## config.mk

```make
export PLATFORM = sky130hd
export DESIGN_NAME = arb_req_queue_flat
export DESIGN_NICKNAME = d
export VERILOG_FILES = /design/src/rtl/arb_req_queue_pkg.sv /design/src/rtl/arb_req_queue_if.sv /design/src/rtl/arb_req_queue_fifo.sv /design/src/rtl/arb_req_queue.sv /design/src/flat_wrapper.sv
export SDC_FILE = /design/constraint.sdc
export NUM_CORES = 1
export LEC_CHECK = 0
export BUFFER_PORTS_ARGS = -buffer_cell sky130_fd_sc_hd__buf_2
export CAP_MARGIN = 20
export CORE_MARGIN = 5
export CORE_UTILIZATION = 26
export DETAILED_ROUTE_END_ITERATION = 10
export PLACE_DENSITY = 0.41
export SLEW_MARGIN = 0
export SYNTH_ARGS = -nofsm -noshare
export SYNTH_HDL_FRONTEND = slang
export SYNTH_HIERARCHICAL = 1
export SYNTH_SLANG_ARGS = --single-unit
```

## constraint.sdc

```tcl
create_clock -name clk -period 3 [get_ports clk]
set_input_delay 0.6 -clock clk [delete_from_list [all_inputs] [get_ports clk]]
set_output_delay 0.6 -clock clk [all_outputs]
set_load 0.01 [all_outputs]
```

## src/rtl/arb_req_queue_pkg.sv

```systemverilog
// arb_pkg: types shared by the request queue and the round-robin arbiter.
// Provides the requester count, vector/index types and a grant encoder.
package arb_pkg;

  localparam int NREQ = 4;

  typedef logic [1:0]      src_t;
  typedef logic [NREQ-1:0] vec_t;

  // Index of the lowest set bit; 0 when no bit is set.
  function automatic src_t low_idx(vec_t v);
    src_t r;
    r = '0;
    for (int i = NREQ - 1; i >= 0; i--) begin
      if (v[i]) r = src_t'(i);
    end
    return r;
  endfunction

endpackage

```

## src/rtl/arb_req_queue_if.sv

```systemverilog
// arb_req_queue_if: per-requester push side, arbiter req/gnt and the
// single tagged output handshake. slave = queue, master = its environment.
interface arb_req_queue_if
  import arb_pkg::*;
#(
  parameter int DW = 8
);

  vec_t               in_valid;
  logic [NREQ*DW-1:0] in_data;
  vec_t               in_ready;
  vec_t               req;
  vec_t               gnt;
  logic               out_valid;
  logic [DW-1:0]      out_data;
  src_t               out_src;
  logic               out_ready;

  modport slave (
    input  in_valid, in_data, gnt, out_ready,
    output in_ready, req, out_valid, out_data, out_src
  );

  modport master (
    output in_valid, in_data, gnt, out_ready,
    input  in_ready, req, out_valid, out_data, out_src
  );

endinterface

```

## src/rtl/arb_req_queue_fifo.sv

```systemverilog
// req_fifo: small per-requester FIFO with occupancy count.
// Caller guarantees no push when full and no pop when empty.
module req_fifo #(
  parameter int DW    = 8,
  parameter int DEPTH = 4
) (
  input  logic                   clk,
  input  logic                   rst,
  input  logic                   push,
  input  logic [DW-1:0]          din,
  input  logic                   pop,
  output logic [DW-1:0]          dout,
  output logic                   full,
  output logic                   empty,
  output logic [$clog2(DEPTH):0] count
);

  localparam int AW = $clog2(DEPTH);
  localparam int CW = AW + 1;

  logic [DW-1:0] mem [DEPTH];
  logic [AW-1:0] wptr;
  logic [AW-1:0] rptr;

  assign dout  = mem[rptr];
  assign full  = (count == CW'(DEPTH));
  assign empty = (count == '0);

  // Storage write; contents are don't-care until counted valid.
  always_ff @(posedge clk) begin
    if (push) mem[wptr] <= din;
  end

  // Pointers wrap naturally (power-of-two depth); count tracks occupancy.
  always_ff @(posedge clk or posedge rst) begin
    if (rst) begin
      wptr  <= '0;
      rptr  <= '0;
      count <= '0;
    end else begin
      if (push) wptr <= wptr + 1'b1;
      if (pop)  rptr <= rptr + 1'b1;
      if (push && !pop)      count <= count + 1'b1;
      else if (pop && !push) count <= count - 1'b1;
    end
  end

endmodule

```

## src/rtl/arb_req_queue.sv

```systemverilog
// arb_req_queue: per-requester FIFOs feeding the arbiter, one tagged output.
// Optional ARB_REQ_LOOKAHEAD_EN: req anticipates this cycle's push/pop.
module arb_req_queue
  import arb_pkg::*;
#(
  parameter int DW    = 8,
  parameter int DEPTH = 4
) (
  input logic              clk,
  input logic              rst,
  arb_req_queue_if.slave   bus
);

  localparam int CW = $clog2(DEPTH) + 1;

  vec_t          push;
  vec_t          pop;
  vec_t          full;
  vec_t          empty;
  vec_t          req_v;
  logic [CW-1:0] cnt  [NREQ];
  logic [DW-1:0] dout [NREQ];
  logic          ofree;
  logic          pop_any;
  src_t          sel;

  assign bus.in_ready = ~full;
  assign push         = bus.in_valid & ~full;
  assign bus.req      = req_v;

  for (genvar i = 0; i < NREQ; i++) begin : g_fifo
    req_fifo #(
      .DW    (DW),
      .DEPTH (DEPTH)
    ) u_fifo (
      .clk   (clk),
      .rst   (rst),
      .push  (push[i]),
      .din   (bus.in_data[i*DW +: DW]),
      .pop   (pop[i]),
      .dout  (dout[i]),
      .full  (full[i]),
      .empty (empty[i]),
      .count (cnt[i])
    );
  end

  // Pop select: lowest grant bit only; stale or stalled grants do nothing.
  always_comb begin
    ofree   = !bus.out_valid || bus.out_ready;
    sel     = low_idx(bus.gnt);
    pop_any = (bus.gnt != '0) && !empty[sel] && ofree;
    pop     = '0;
    if (pop_any) pop[sel] = 1'b1;
  end

  // Request vector to the arbiter.
  always_comb begin
    req_v = '0;
    for (int i = 0; i < NREQ; i++) begin
`ifdef ARB_REQ_LOOKAHEAD_EN
      req_v[i] = (cnt[i] > CW'(1))
               || ((cnt[i] == CW'(1)) && !pop[i])
               || push[i];
`else
      req_v[i] = (cnt[i] != '0);
`endif
    end
  end

  // Output stage: load on pop, hold while stalled, clear on accept.
  always_ff @(posedge clk or posedge rst) begin
    if (rst) begin
      bus.out_valid <= 1'b0;
      bus.out_data  <= '0;
      bus.out_src   <= '0;
    end else if (pop_any) begin
      bus.out_valid <= 1'b1;
      bus.out_data  <= dout[sel];
      bus.out_src   <= sel;
    end else if (bus.out_ready) begin
      bus.out_valid <= 1'b0;
    end
  end

  // A non-one-hot grant is tolerated (lowest bit wins) but is a bug upstream.
  a_gnt_onehot: assert property (
    @(posedge clk) disable iff (rst) $onehot0(bus.gnt)
  );

endmodule

```

## src/flat_wrapper.sv

```systemverilog
// flat-port wrapper written by rule: the top's interface ports become plain ports
module arb_req_queue_flat import arb_pkg::*;
#(
  parameter int DW    = 8,
  parameter int DEPTH = 4
)
  (clk, rst, bus_in_valid, bus_in_data, bus_gnt, bus_out_ready, bus_in_ready, bus_req, bus_out_valid, bus_out_data, bus_out_src);
  arb_req_queue_if #(.DW(DW)) bus_i ();
  input logic clk;
  input logic rst;
  input wire logic [$bits(bus_i.in_valid)-1:0] bus_in_valid;
  input wire logic [$bits(bus_i.in_data)-1:0] bus_in_data;
  input wire logic [$bits(bus_i.gnt)-1:0] bus_gnt;
  input wire logic [$bits(bus_i.out_ready)-1:0] bus_out_ready;
  output wire logic [$bits(bus_i.in_ready)-1:0] bus_in_ready;
  output wire logic [$bits(bus_i.req)-1:0] bus_req;
  output wire logic [$bits(bus_i.out_valid)-1:0] bus_out_valid;
  output wire logic [$bits(bus_i.out_data)-1:0] bus_out_data;
  output wire logic [$bits(bus_i.out_src)-1:0] bus_out_src;
  assign bus_i.in_valid = bus_in_valid;
  assign bus_i.in_data = bus_in_data;
  assign bus_i.gnt = bus_gnt;
  assign bus_i.out_ready = bus_out_ready;
  assign bus_in_ready = bus_i.in_ready;
  assign bus_req = bus_i.req;
  assign bus_out_valid = bus_i.out_valid;
  assign bus_out_data = bus_i.out_data;
  assign bus_out_src = bus_i.out_src;
  arb_req_queue #(.DW(DW), .DEPTH(DEPTH)) u_core (.clk(clk), .rst(rst), .bus(bus_i));
endmodule
```

==> Yosys cells after proc, flatten, opt, wreduce, memory -nomap -nowiden <==
Memory sizes are Yosys's and may differ from the RTL's.
Cells that the tools add are included.
{ "word_totals": {"ff_bits": 39, "latch_bits": 0, "mem_bits_rw": 128, "romBits": 0, "inputBits": 43, "out_inout_bits": 19, "elab_cells": 111, "n_memories": 4} }
{ "mem_list": {"columns": ["memory", "depth", "width", "rd", "rd_ports_with_merged_regs", "write_ports", "line", "text"], "rows": [
  ["u_core.g_fifo[0].u_fifo.mem", 4, 8, 1, 0, 1, "arb_req_queue_fifo.sv:21", "logic [DW-1:0] mem [DEPTH];"],
  ["u_core.g_fifo[1].u_fifo.mem", 4, 8, 1, 0, 1, "arb_req_queue_fifo.sv:21", null],
  ["u_core.g_fifo[2].u_fifo.mem", 4, 8, 1, 0, 1, "arb_req_queue_fifo.sv:21", null],
  ["u_core.g_fifo[3].u_fifo.mem", 4, 8, 1, 0, 1, "arb_req_queue_fifo.sv:21", null]
]} }
{ "classes": {"add_sub_neg": 16, "multipliers": 0, "n_div": 0, "n_lt_le_gt_ge": 3, "n_eq_ne": 4, "shift": 0, "n_mux": 30, "bitwise_logic": 3, "n_reduce_logical": 36} }
{ "op_table": {"columns": ["cell", "count"], "rows": [
  ["$mux 3", 8],
  ["$add 2x1->2 const B", 8],
  ["$bmux 8 s2", 1],
  ["$mux 8", 2],
  ["$add 3x1->3 const B", 4],
  ["$eq 3x3->1 const B", 4],
  ["$logic_not 3->1", 4],
  ["$mux 1", 12],
  ["$reduce_bool 3->1", 4],
  ["$sub 3x1->3 const B", 4],
  ["$logic_and 1x1->1", 11],
  ["$logic_not 1->1", 10],
  ["$reduce_bool 2->1", 5],
  ["$mux 2", 4],
  ["$and 4x4->4", 1],
  ["$mux 4", 1],
  ["$not 4->4", 1],
  ["$reduce_bool 4->1", 1],
  ["$ge 3x3->1 const B", 1],
  ["$lt 2x3->1 const B", 1],
  ["$not 2->3", 1],
  ["$bmux 1 s2", 1],
  ["$demux 1 s2", 1],
  ["$ge 2x1->1 const B", 1],
  ["$logic_or 1x1->1", 1]
]} }

==> Depth between registers and ports, before layout <==
Gate-level depths: netlist (run 1).
{ "depth": {"word_depth": 13, "ltp_mapped": 14} }

==> Cells and area by module <==
Netlist (run 1), hierarchy kept.
{ "by_module_without_submodules": {"columns": ["module", "instances", "cells_each", "area_per_inst_um2", "seq_area_each_um2"], "rows": [
  ["req_fifo", 4, 77, 1551.5, 1136.1],
  ["arb_req_queue", 1, 93, 857.1, 275.3]
]} }

==> Worst setup path before layout (run 1) <==
No wires, ideal clock.
{ "synth_timing": {"path_kind": "input to register", "from": "input port bus_gnt[0]", "to": "register u_core.g_fifo[1].u_fifo.count[1]", "arrival_ps": 2570, "required_time_ps": 2875, "slack_ps": 305, "path_stages": 12, "cell_sequence": "buf_4 -> nor2b_4 -> buf_6 -> nand2_1 -> nand4_4 -> buf_6 -> nor3_1 -> inv_1 -> ha_1 -> inv_1 -> fa_1 -> mux2_2"} }
{ "synth_via": {"elab_chain_cells": 10, "elab_cells_between_ends": 18} }
{ "synth_rtl": {"columns": ["item", "line", "text"], "rows": [
  ["start: declaration", "flat_wrapper.sv:13", "input wire logic [$bits(bus_i.gnt)-1:0] bus_gnt;"],
  ["parallel branches: the longest is 6 deep, another holds $lt 2x3->1", null, null],
  ["$mux 4 (*)", "arb_req_queue.sv:54", "if (pop_any) pop[sel] = 1'b1;"],
  ["net u_core.pop[1]", "arb_req_queue.sv:17", "vec_t pop;"],
  ["$logic_not 1->1", "arb_req_queue_fifo.sv:43", "if (push && !pop) count <= count + 1'b1;"],
  ["$logic_and 1x1->1", "arb_req_queue_fifo.sv:43", null],
  ["$mux 3 / $reduce_bool 2->1 (equally long branches)", null, null],
  ["end signal: assignment", "arb_req_queue_fifo.sv:43", null],
  ["end signal: assignment", "arb_req_queue_fifo.sv:44", "else if (pop && !push) count <= count - 1'b1;"],
  ["end: declaration", "arb_req_queue_fifo.sv:15", "output logic [$clog2(DEPTH):0] count"]
]} }
Mark *: on every way through the listed nets, which the timed path passes. The select of a mux whose other input is x is not followed.
A chain may end at the register's enable or synchronous reset.

==> Worst setup path in the final report (run 1) <==
{ "layout_timing": {"from": "register u_core.g_fifo[2].u_fifo.count[0]", "to": "register u_core.g_fifo[3].u_fifo.count[2]"} }
{ "layout_via": {"elab_chain_cells": 10, "elab_cells_between_ends": 12} }
{ "layout_rtl": {"columns": ["item", "line", "text"], "rows": [
  ["start: declaration", "arb_req_queue_fifo.sv:15", null],
  ["start signal: assignment", "arb_req_queue_fifo.sv:43", null],
  ["start signal: assignment", "arb_req_queue_fifo.sv:44", null],
  ["$logic_not 3->1 (*)", "arb_req_queue_fifo.sv:27", "assign empty = (count == '0);"],
  ["net u_core.empty[2]", "arb_req_queue.sv:19", "vec_t empty;"],
  ["$bmux 1 s2 (*)", "arb_req_queue.sv:52", "pop_any = (bus.gnt != '0) && !empty[sel] && ofree;"],
  ["$mux 1 (implied by the code) (*)", "arb_req_queue.sv:52", null],
  ["$logic_not 1->1 (*)", "arb_req_queue.sv:52", null],
  ["$logic_and 1x1->1 (*) (2 in series)", "arb_req_queue.sv:52", null],
  ["$mux 4 (*)", "arb_req_queue.sv:54", null],
  ["net u_core.pop[3]", "arb_req_queue.sv:17", null],
  ["$logic_not 1->1", "arb_req_queue_fifo.sv:43", null],
  ["$logic_and 1x1->1", "arb_req_queue_fifo.sv:43", null],
  ["$mux 3 / $reduce_bool 2->1 (equally long branches)", null, null],
  ["end signal: assignment", "arb_req_queue_fifo.sv:43", null],
  ["end signal: assignment", "arb_req_queue_fifo.sv:44", null],
  ["end: declaration", "arb_req_queue_fifo.sv:15", null]
]} }
The timed path passes the listed nets; every way through them passes the cells marked *. The select of a mux whose other input is x is not followed.

==> summary.txt, run 1 <==
Outcome
  – Run status: complete, no violations

Logic synthesis
  – Register area share after synthesis: 68.2%
  – Post-synthesis adder-cell area fraction: 4.68%
  – Dominant synthesized flop cell: edfxtp_1
  – Post-Synthesis Cells: 401
  – Post-synth ARST share: 23.4%
  – Synth top area cells: edfxtp_1 54%, dfrtp_1 14%, mux4_2 10%
  – Mapped Nets: 468
  – Ys Warns: 6
  – Post-Synth XOR/XNOR Area: 2.98%
  – Cell variety after synth: 35
  – Number of flops mapped to enable cells by yosys: 128
  – #FFs+latches synth: 167
  – Synth Area per Inst: 17.6 um2
  – Top-area cell type share of the netlist area: 54.4%
  – Synthesized area: 0.00706 mm2
  – Post-synth top cells: 128 x edfxtp_1, 39 x dfrtp_1, 32 x mux4_2
  – Count leader, synth: edfxtp_1
  – Compound-gate portion of the synthesized area: 2.18%
  – Largest family of logic cells by synthesized area: multiplexers
  – Multiplexer share of the synthesized area: 12.7%
  – Cell taking the most area after synthesis: edfxtp_1
  – Simple-Gate Fraction of Synth Area: 6.36%

Clock tree
  – Post-CTS resize count: 0
  – Cts hold-fix bufs: 0
  – Worst-Skew Late Latency: 0.43 ns
  – H-tree depth: 4
  – CTS sink count: 167
  – Clock buffers created by TritonCTS: 17
  – CTS tree: built
  – Worst-path clk slew: 0.07 ns
  – Post-CTS setup buffers: 0
  – Root Driver: clkbuf_16
  – Maximum clock path buffer count: 2

Job
  – Maxcap violations: 0

STA
  – Highest Clock Rate: 0.385 GHz
  – WHS: 0.216 ns
  – Final cycle utilization of the critical path: 86.7%
  – Worst Tran Pin Value: 0.653 ns
  – Post-layout minimum cycle time: 2.60 ns
  – Final Setup Violations: 0
  – Clk_skew: 0.00982 ns
  – Worst slew margin: 56.5%
  – RSZ-0062 raised after global routing: no
  – Setup_tns: 0 ns
  – Slew Viols, Final: 0
  – Fin. Hold Viols: 0

Routing
  – Initial drt markers: 159
  – Via count: 3572
  – Routed Antenna Nets: 0
  – DR pass1 iterations: 4
  – Remaining DRCs: 0
  – Routed len/inst: 18.7 um
  – Aggregate routed wire length: 15.5 mm
  – Via density: 4.30

Power
  – Internal power: 5.27 mW
  – PD cells: 941 mW/mm2
  – Flop pwr share: 47.5%
  – Peak supply drop: 379 uV
  – Leak Pwr: 3.02 nW
  – Combinational power share: 27.1%
  – Switching share of power: 32.4%
  – Tot Pwr: 7.79 mW
  – Sw power: 2.52 mW
  – Clock power share: 25.4%

Setup path
  – Setup slack, reg-to-reg: 0.40 ns
  – CP Max Fanout: 9
  – Crit Path Class: reg -> reg
  – CP startpoint kind: register
  – Crit-path max cell delay: 0.45 ns
  – RR Startpoint: u_core/g_fifo[2].u_fifo/count[0]
  – Worst R2R End: u_core/g_fifo[3].u_fifo/count[2]
  – Reg2Reg Depth: 11
  – Critical path cell sequence: nor3_1, o221ai_2, nand4_4, nor2b_1, inv_1, ha_1, inv_1, fa_1, xor2_1, nor2_1, xor2_1
  – Worst Path Arrival: 2.95 ns
  – Max stage delay cell, worst path: dfrtp_1
  – Critical Path End Type: register
  – Crit path required time: 3.34 ns

Finish
  – Final nets: 543
  – Number of diodes: 0
  – Final instance area: 0.00828 mm2
  – Post-Layout Cell Count: 830
  – Area grow syn2layout: 17.2%
  – Ratio of cells with drive above 1 in the final layout: 30.7%

Global route
  – Vias in the first global route: 3990
  – Largest net degree at the start of global routing: 17
  – GRT Total Usage: 10.6%
  – Antenna violations before repair: 3
  – Global-route wire length before repair: 23.7 mm
  – Total gr overflow: 0

Min path
  – HP Class: in -> async

Floorplanning
  – Initial Util: 26.3%
  – Standard-cell row count: 60
  – Die area: 0.0306 mm2
  – Horiz. Die Dim: 175 um
  – I/O pins: 62
  – Die height: 175 um
  – Std-Cell Core Area: 0.0269 mm2

Placed design
  – Post-placement cell count: 798
  – RePlAce Congestion: 0.719
  – DP Area: 0.00775 mm2
  – HPWL Detailed: 11.3 mm
  – IO Port Bufs: 61
## worst max-delay path, delay by kind of cell, from the launching register on
family                     cells  cell delay [ns]
AOI/OAI and AO/OA              1             0.19
DFF                            1             0.45
and+or+nand+nor                4             0.86
adders and majority gates      2             0.55
buffers and inverters          2             0.14
xor gates and xnor gates       2             0.33
## metal layers
metal | global-route usage (%) | share of wire, % | vias up
met4 | 3.63 | 1.3 | 6
li1 | - | - | 1652
met3 | 3.03 | 3.6 | 21
met5 | 0 | 0.18 | -
met2 | 16.9 | 47 | 53
met1 | 13.8 | 48 | 1840
## final cells by class
class                      count  area, um2
multi-input combinational    194       2040
clock inverter                14        101
sequential                   167       4820
tap                          341        427
clock buffer                  18        429
timing repair buffer          68        358
inverter                      28        105
fill                        2674      18600
## power by group through the flow
| stage | clock (mW) | combinational, mW | sequential, mW |
|---|---|---|---|
| 2_1_floorplan | 0 | 1.69 | 3.44 |
| 3_3_place_gp | 0 | 2.11 | 3.76 |
| 3_5_place_dp | 0 | 2.17 | 3.78 |
| 4_1_cts | 2.05 | 2.17 | 3.74 |
| 5_1_grt | 2.14 | 2.33 | 3.81 |
| 6_report | 1.98 | 2.11 | 3.70 |
## stage by stage
stage,util [%],setup WS [ns]
floorplan,-,0.305
global placement,28.8,0.237
detailed placement,28.8,0.146
CTS,30.8,0.376
global route,30.8,0.201
finish,30.8,0.400
## registers in the layout, indices dropped and copies added, names as in the netlist
name                        count
u_core/g_fifo.u_fifo/rptr       8
u_core/bus.out_data             8
u_core/g_fifo.u_fifo/wptr       8
u_core/bus.out_valid            1
u_core/g_fifo.u_fifo/mem      128
u_core/bus.out_src              2
u_core/g_fifo.u_fifo/count     12
## kinds of logic after synthesis
group,count (synthesis)
flops,167
simple gates,76
fa+ha+maj,24
mux,46
xor+xnor,24
buf+inv,40
compound gates,24
## cells in the final DEF, fill, tap and decap left out, drive strengths merged, types with 4 or more instances in the layout
cell type | Yosys | final
a22oi | 8 | 8
and2 | 16 | 16
buf | 11 | 68
clkbuf | 1 | 18
clkinv | 0 | 6
dfrtp | 39 | 39
edfxtp | 128 | 128
fa | 4 | 4
ha | 20 | 20
inv | 28 | 33
mux2 | 13 | 13
mux4 | 32 | 32
nand2 | 18 | 18
nand3 | 9 | 9
nor2 | 7 | 7
nor2b | 7 | 7
nor3 | 6 | 6
nor3b | 5 | 5
o21ai | 14 | 14
or3 | 4 | 4
xnor2 | 8 | 8
xor2 | 16 | 16
## worst max path at each step
stage	from	end	slack, ns
3_5_place_dp	bus_gnt[2]	u_core/g_fifo[3].u_fifo/count[1]	0.15
6_report	u_core/g_fifo[2].u_fifo/count[0]	u_core/g_fifo[3].u_fifo/count[2]	0.40
4_1_cts	u_core/g_fifo[3].u_fifo/count[0]	u_core/g_fifo[3].u_fifo/count[2]	0.38
3_3_place_gp	bus_gnt[2]	u_core/g_fifo[2].u_fifo/count[1]	0.24
2_1_floorplan	bus_gnt[0]	u_core/g_fifo[1].u_fifo/count[1]	0.30
5_1_grt	u_core/g_fifo[2].u_fifo/count[0]	u_core/g_fifo[3].u_fifo/count[2]	0.20
Note: power is estimated with default switching activity, not from simulation.
==> inputs of run 2 (changes only) <==
- BUFFER_PORTS_ARGS: -buffer_cell sky130_fd_sc_hd__buf_2 -> not set
- DONT_BUFFER_PORTS: not set -> 1
- PLACE_DENSITY: 0.41 -> 0.39
==> run 2 against run 1 <==
  * Flip-flop and latch count stayed put
  * Critical path type unchanged
  * Highest routed layer is now met4
  * Power decreased by 0.89%
  * Routed wire length shrank 2.0%
  * Design area decreased by 3.4%
==> summary.txt, run 2 (synthesis results as in run 1) <==
Outcome
  – Run status: complete, no violations

Power
  – Clock power share: 26.7%
  – PD cells: 966 mW/mm2
  – Switching share of power: 31.8%
  – Flop pwr share: 48.7%
  – Combinational power share: 24.7%
  – Peak supply drop: 300 uV
  – Sw power: 2.46 mW
  – Leak Pwr: 2.80 nW
  – Internal power: 5.27 mW
  – Tot Pwr: 7.72 mW

Setup path
  – RR Startpoint: u_core/g_fifo[3].u_fifo/count[0]
  – CP startpoint kind: register
  – Setup slack, reg-to-reg: 0.46 ns
  – Worst Path Arrival: 2.89 ns
  – Worst R2R End: u_core/g_fifo[3].u_fifo/count[2]
  – Crit Path Class: reg -> reg
  – Reg2Reg Depth: 11
  – Critical Path End Type: register
  – CP Max Fanout: 9
  – Crit path required time: 3.34 ns

STA
  – Worst Tran Pin Value: 0.647 ns
  – Setup_tns: 0 ns
  – Final Setup Violations: 0
  – RSZ-0062 raised after global routing: no
  – Post-layout minimum cycle time: 2.54 ns
  – Highest Clock Rate: 0.393 GHz
  – Slew Viols, Final: 0
  – Final cycle utilization of the critical path: 84.7%
  – Clk_skew: 0.00739 ns
  – Fin. Hold Viols: 0
  – Worst slew margin: 56.9%

Routing
  – Via density: 4.26
  – Remaining DRCs: 0
  – Via count: 3275
  – Aggregate routed wire length: 15.2 mm
  – Initial drt markers: 135
  – Routed len/inst: 19.8 um
  – Routed Antenna Nets: 0
  – DR pass1 iterations: 4

Floorplanning
  – Std-Cell Core Area: 0.0269 mm2
  – Standard-cell row count: 60
  – Initial Util: 26.3%
  – Die area: 0.0306 mm2
  – Horiz. Die Dim: 175 um
  – I/O pins: 62
  – Die height: 175 um

Job
  – Maxcap violations: 0

Min path
  – HP Class: in -> async

Finish
  – Fillers: 2648
  – Final instance area: 0.00800 mm2
  – Area grow syn2layout: 13.2%
  – Top reg by flops: u_core/g_fifo.u_fifo/mem
  – Area occupied by multi-input gates: 0.00204 mm2
  – Register area: 0.00482 mm2
  – Final nets: 482
  – Largest registers: u_core/g_fifo.u_fifo/mem (128), u_core/g_fifo.u_fifo/count (12)
  – Most frequent cells in the layout: 128 x edfxtp_1, 39 x dfrtp_1, 32 x mux4_2
  – Max reg flops: 128
  – Number of diodes: 0
  – Ratio of cells with drive above 1 in the final layout: 20.6%
  – Commonest non-fill, non-tap cell in the layout: edfxtp_1

Clock tree
  – Post-CTS resize count: 0
  – Root Driver: clkbuf_16
  – Maximum clock path buffer count: 2
  – CTS sink count: 167
  – Post-CTS setup buffers: 0
  – Clock buffers created by TritonCTS: 17
  – H-tree depth: 4
  – Cts hold-fix bufs: 1
  – CTS tree: built
  – Worst-path clk slew: 0.07 ns
  – Worst-Skew Late Latency: 0.42 ns

Placed design
  – DP Area: 0.00744 mm2
  – HPWL Detailed: 11.1 mm
  – RePlAce Congestion: 0.713
  – IO Port Bufs: 0

Global route
  – GRT Total Usage: 10.4%
  – Antenna violations before repair: 0
  – Total gr overflow: 0
  – Vias in the first global route: 3560
  – Global-route wire length before repair: 23.1 mm
  – Largest net degree at the start of global routing: 17
## run 2: area by class of cell
cell class                 instances  share of cell area [%]
inverter                          28                    1.31
clock buffer                      19                    5.41
multi-input combinational        194                    25.5
sequential                       167                    60.3
timing repair buffer               7                   0.688
tap                              341                    5.33
clock inverter                    12                    1.49
## run 2: worst max-delay path by stage
| stage | startpoint | to | slack [ns] | depth (start not counted) |
|---|---|---|---|---|
| floorplan | bus_gnt[0] | u_core/g_fifo[1].u_fifo/count[1] | 0.30 | 12 |
| global placement | bus_gnt[2] | u_core/g_fifo[1].u_fifo/count[1] | 0.42 | 9 |
| detailed placement | bus_gnt[2] | u_core/g_fifo[1].u_fifo/count[1] | 0.35 | 9 |
| CTS | u_core/g_fifo[3].u_fifo/count[0] | u_core/g_fifo[0].u_fifo/count[2] | 0.44 | 11 |
| global route | u_core/g_fifo[1].u_fifo/count[0] | u_core/g_fifo[0].u_fifo/count[2] | 0.24 | 11 |
| finish | u_core/g_fifo[3].u_fifo/count[0] | u_core/g_fifo[3].u_fifo/count[2] | 0.46 | 11 |
## run 2: per-stage QoR
step | hold WS, ns | setup WS [ns] | std cells | util (%)
6_report | 0.0743 | 0.459 | 768 | 29.8
3_5_place_dp | 0.449 | 0.346 | 736 | 27.7
4_1_cts | 0.0649 | 0.441 | 768 | 29.8
2_1_floorplan | 0.403 | 0.305 | 401 | -
5_1_grt | 0.0808 | 0.241 | 768 | 29.8
3_3_place_gp | 0.444 | 0.423 | 736 | 27.7
## run 2: layer usage
metal  global-route usage, %  part of all wire, %
met5                       0                    0
met1                    13.0                   44
met4                    2.85                 0.92
met2                    16.2                   48
met3                    4.82                  7.5
## run 2: power by group through the flow
stage | clock [mW] | combinational (mW) | sequential (mW)
5_1_grt | 2.22 | 2.10 | 3.88
3_5_place_dp | 0 | 1.94 | 3.85
2_1_floorplan | 0 | 1.69 | 3.44
4_1_cts | 2.12 | 1.96 | 3.80
3_3_place_gp | 0 | 1.90 | 3.82
6_report | 2.06 | 1.90 | 3.76
## run 2: worst max-delay path: stages, from the launching register on
cell,delay (ns)
dfrtp_1,0.45
nor3_1,0.39
o221ai_2,0.19
nand4_4,0.20
nor2b_1,0.11
inv_1,0.07
ha_1,0.17
inv_1,0.06
fa_1,0.38
xor2_1,0.18
nor2_1,0.11
xor2_1,0.15
==> inputs of run 3 (changes only) <==
- ABC_AREA: not set -> 1
- clock period: 3 -> 2.5 ns (I/O delays scaled with it)
==> run 3 against run 2 <==
  * Count of clock-buffer cells in the layout unchanged
  * Sequential share of layout area decreased by 4.9 points
  * Clock skew increased by 0.0027 ns
  * Power increased by 29%
  * Register-to-register slack got worse by 0.21 ns
  * Via count increased by 41%
  * Worst hold slack improved by 0.094 ns
  * Design area increased by 8.8%
  * Final cell count increased by 48%
  * Combinational power increased by 61%
  * Sequential power increased by 15%
  * Largest power group unchanged
  * Highest routed layer unchanged
==> summary.txt, run 3 <==
Clock tree
  – Clock buffers created by TritonCTS: 17
  – Post-CTS resize count: 0
  – Root Driver: clkbuf_16
  – CTS sink count: 167
  – Maximum clock path buffer count: 2
  – Cts hold-fix bufs: 1
  – Worst-Skew Late Latency: 0.42 ns
  – Worst-path clk slew: 0.07 ns
  – Post-CTS setup buffers: 0
  – H-tree depth: 4
  – CTS tree: built

Finish
  – Max reg flops: 128
  – Most frequent cells in the layout: 199 x nand2_1, 144 x inv_1, 128 x edfxtp_1
  – Largest registers: u_core/g_fifo.u_fifo/mem (128), u_core/g_fifo.u_fifo/count (12)
  – Post-layout util: 29.4%
  – Number of diodes: 0
  – Area grow syn2layout: 12.3%
  – Fillers: 3078
  – Top reg by flops: u_core/g_fifo.u_fifo/mem
  – Final nets: 800
  – Commonest non-fill, non-tap cell in the layout: nand2_1
  – Post-Layout Cell Count: 1136
  – Ratio of cells with drive above 1 in the final layout: 7.64%

Placed design
  – Post-placement cell count: 1103
  – HPWL Detailed: 12.5 mm
  – IO Port Bufs: 0
  – RePlAce Congestion: 0.740

Routing
  – Initial drt markers: 202
  – Via density: 4.06
  – Via count: 4609
  – Remaining DRCs: 0
  – Routed len/inst: 15.3 um
  – DR pass1 iterations: 4
  – Routed Antenna Nets: 0
  – Aggregate routed wire length: 17.4 mm

Setup path
  – Critical Path End Type: register
  – CP startpoint kind: register
  – Setup slack, reg-to-reg: 0.25 ns
  – Worst R2R End: u_core/g_fifo[1].u_fifo/count[2]
  – Reg2Reg Depth: 14
  – CP Max Fanout: 5
  – Crit Path Class: reg -> reg
  – Crit path required time: 2.82 ns
  – Worst Path Arrival: 2.57 ns
  – RR Startpoint: u_core/g_fifo[1].u_fifo/count[0]

Logic synthesis
  – Mapped Nets: 792
  – Dominant synthesized flop cell: edfxtp_1
  – Register area share after synthesis: 62.2%
  – Post-synth ARST share: 23.4%
  – Cell taking the most area after synthesis: edfxtp_1
  – Ys Warns: 6
  – Number of flops mapped to enable cells by yosys: 128
  – Post-synth top cells: 199 x nand2_1, 144 x inv_1, 128 x edfxtp_1
  – #FFs+latches synth: 167
  – Count leader, synth: nand2_1
  – Synth Area per Inst: 10.7 um2
  – Cell variety after synth: 23
  – Post-Synthesis Cells: 725
  – Synthesized area: 0.00775 mm2
  – Synth top area cells: edfxtp_1 50%, dfrtp_1 13%, nand2_1 9.6%
  – Top-area cell type share of the netlist area: 49.6%

Power
  – Combinational power share: 30.6%
  – Internal power: 6.30 mW
  – Sw power: 3.68 mW
  – Leak Pwr: 3.76 nW
  – Flop pwr share: 43.3%
  – Tot Pwr: 9.98 mW
  – Switching share of power: 36.9%
  – Clock power share: 26.2%
  – Peak supply drop: 497 uV
  – PD cells: 1150 mW/mm2

Job
  – Maxcap violations: 0

STA
  – Post-layout minimum cycle time: 2.25 ns
  – Final Setup Violations: 0
  – Slew Viols, Final: 0
  – Final cycle utilization of the critical path: 90.0%
  – Worst slew margin: 64.6%
  – Setup_tns: 0 ns
  – Fin. Hold Viols: 0
  – Highest Clock Rate: 0.445 GHz
  – WHS: 0.168 ns
  – Worst Tran Pin Value: 0.529 ns
  – RSZ-0062 raised after global routing: no
  – Clk_skew: 0.0101 ns

Min path
  – Hold path startpoint: bus_in_data[19]
  – HP Class: in -> reg
  – Hold path endpoint: u_core/g_fifo[2].u_fifo/mem[3][3]
  – Cell count of the worst hold path: 0

Global route
  – Vias in the first global route: 4655
  – Antenna violations before repair: 0
  – Largest net degree at the start of global routing: 35
  – Global-route wire length before repair: 27.4 mm
  – Total gr overflow: 0
  – GRT Total Usage: 10.8%

Outcome
  – Run status: complete, no violations

Floorplanning
  – Initial Util: 26.2%
  – Std-Cell Core Area: 0.0296 mm2
  – Die area: 0.0334 mm2
  – Horiz. Die Dim: 183 um
  – I/O pins: 62
  – Standard-cell row count: 63
  – Die height: 183 um
## run 3: cell types whose count changed in the layout (fill, tap and decap cells not counted), sizes merged, moves of 5 or more
cell / before / now
a22oi: 8 / 0
and2: 16 / 0
buf: 6 / 17
inv: 32 / 154
mux2: 13 / 0
mux4: 32 / 0
nand2: 18 / 199
nand3: 9 / 41
nor2b: 7 / 0
nor3b: 5 / 0
o211ai: 0 / 64
o21ai: 14 / 8
## run 3: worst max-delay path: stages, from the launching register on
cell and delay (ns):
dfrtp_1 0.45, nor3_1 0.28, inv_1 0.08, nand3_1 0.10
nand3_2 0.08, nand3_2 0.12, nor2_1 0.08, inv_1 0.07
ha_1 0.16, inv_1 0.07, fa_1 0.37, nand2_1 0.10
nand3_1 0.08, nand2_1 0.06, nand2_1 0.04
## run 3: cell families after synthesis
| logic type | after synthesis | synth area share, % |
|---|---|---|
| adders and majority gates | 24 | 4.26 |
| AOI/OAI and AO/OA | 73 | 6.86 |
| DFF | 167 | 62.2 |
| and+or+nand+nor | 267 | 14.4 |
| buffers and inverters | 178 | 10.5 |
| xor gates and xnor gates | 16 | 1.81 |
## run 3: cell type report
type / count / area (um2) / share of cell area, %
Tap cell: 390 / 488 / 5.61
Multi-Input combinational cell: 380 / 2120 / 24.3
Timing Repair Buffer: 18 / 138 / 1.58
Inverter: 149 / 559 / 6.43
Sequential cell: 167 / 4820 / 55.4
Clock buffer: 19 / 433 / 4.98
Clock inverter: 13 / 144 / 1.65
## run 3: power by group through the flow
stage,clock network (mW),logic (mW),registers (mW)
after floorplan,0,2.59,4.13
after global placement,0,3.16,4.40
after detailed placement,0,3.16,4.40
after CTS,2.69,3.17,4.34
after global routing,2.83,3.55,4.42
final,2.61,3.05,4.32
## run 3: metal layers
metal / wire length [um] / global-route usage [%] / part of all wire [%]
met4: 131 / 3.06 / 0.75
met2: 7810 / 16.5 / 45
met3: 1110 / 4.41 / 6.4
met1: 8310 / 14.3 / 48
met5: 0 / 0 / 0
## run 3: through the flow
step | cell area, um2 | setup WS (ns)
3_3_place_gp | 8110 | 0.264
5_1_grt | 8700 | 0.00826
2_1_floorplan | 7750 | 0.247
3_5_place_dp | 8110 | 0.199
6_report | 8700 | 0.250
4_1_cts | 8700 | 0.209
## run 3: how the worst max path moves through the flow
stage | end | slack (ns) | start
6_report | u_core/g_fifo[1].u_fifo/count[2] | 0.25 | u_core/g_fifo[1].u_fifo/count[0]
5_1_grt | u_core/g_fifo[1].u_fifo/count[2] | 0.008 | u_core/g_fifo[1].u_fifo/count[0]
4_1_cts | u_core/g_fifo[1].u_fifo/count[2] | 0.21 | u_core/g_fifo[1].u_fifo/count[0]
3_5_place_dp | u_core/g_fifo[3].u_fifo/count[1] | 0.20 | bus_gnt[2]
3_3_place_gp | u_core/g_fifo[2].u_fifo/count[1] | 0.26 | bus_gnt[2]
2_1_floorplan | u_core/g_fifo[3].u_fifo/count[1] | 0.25 | bus_gnt[0]
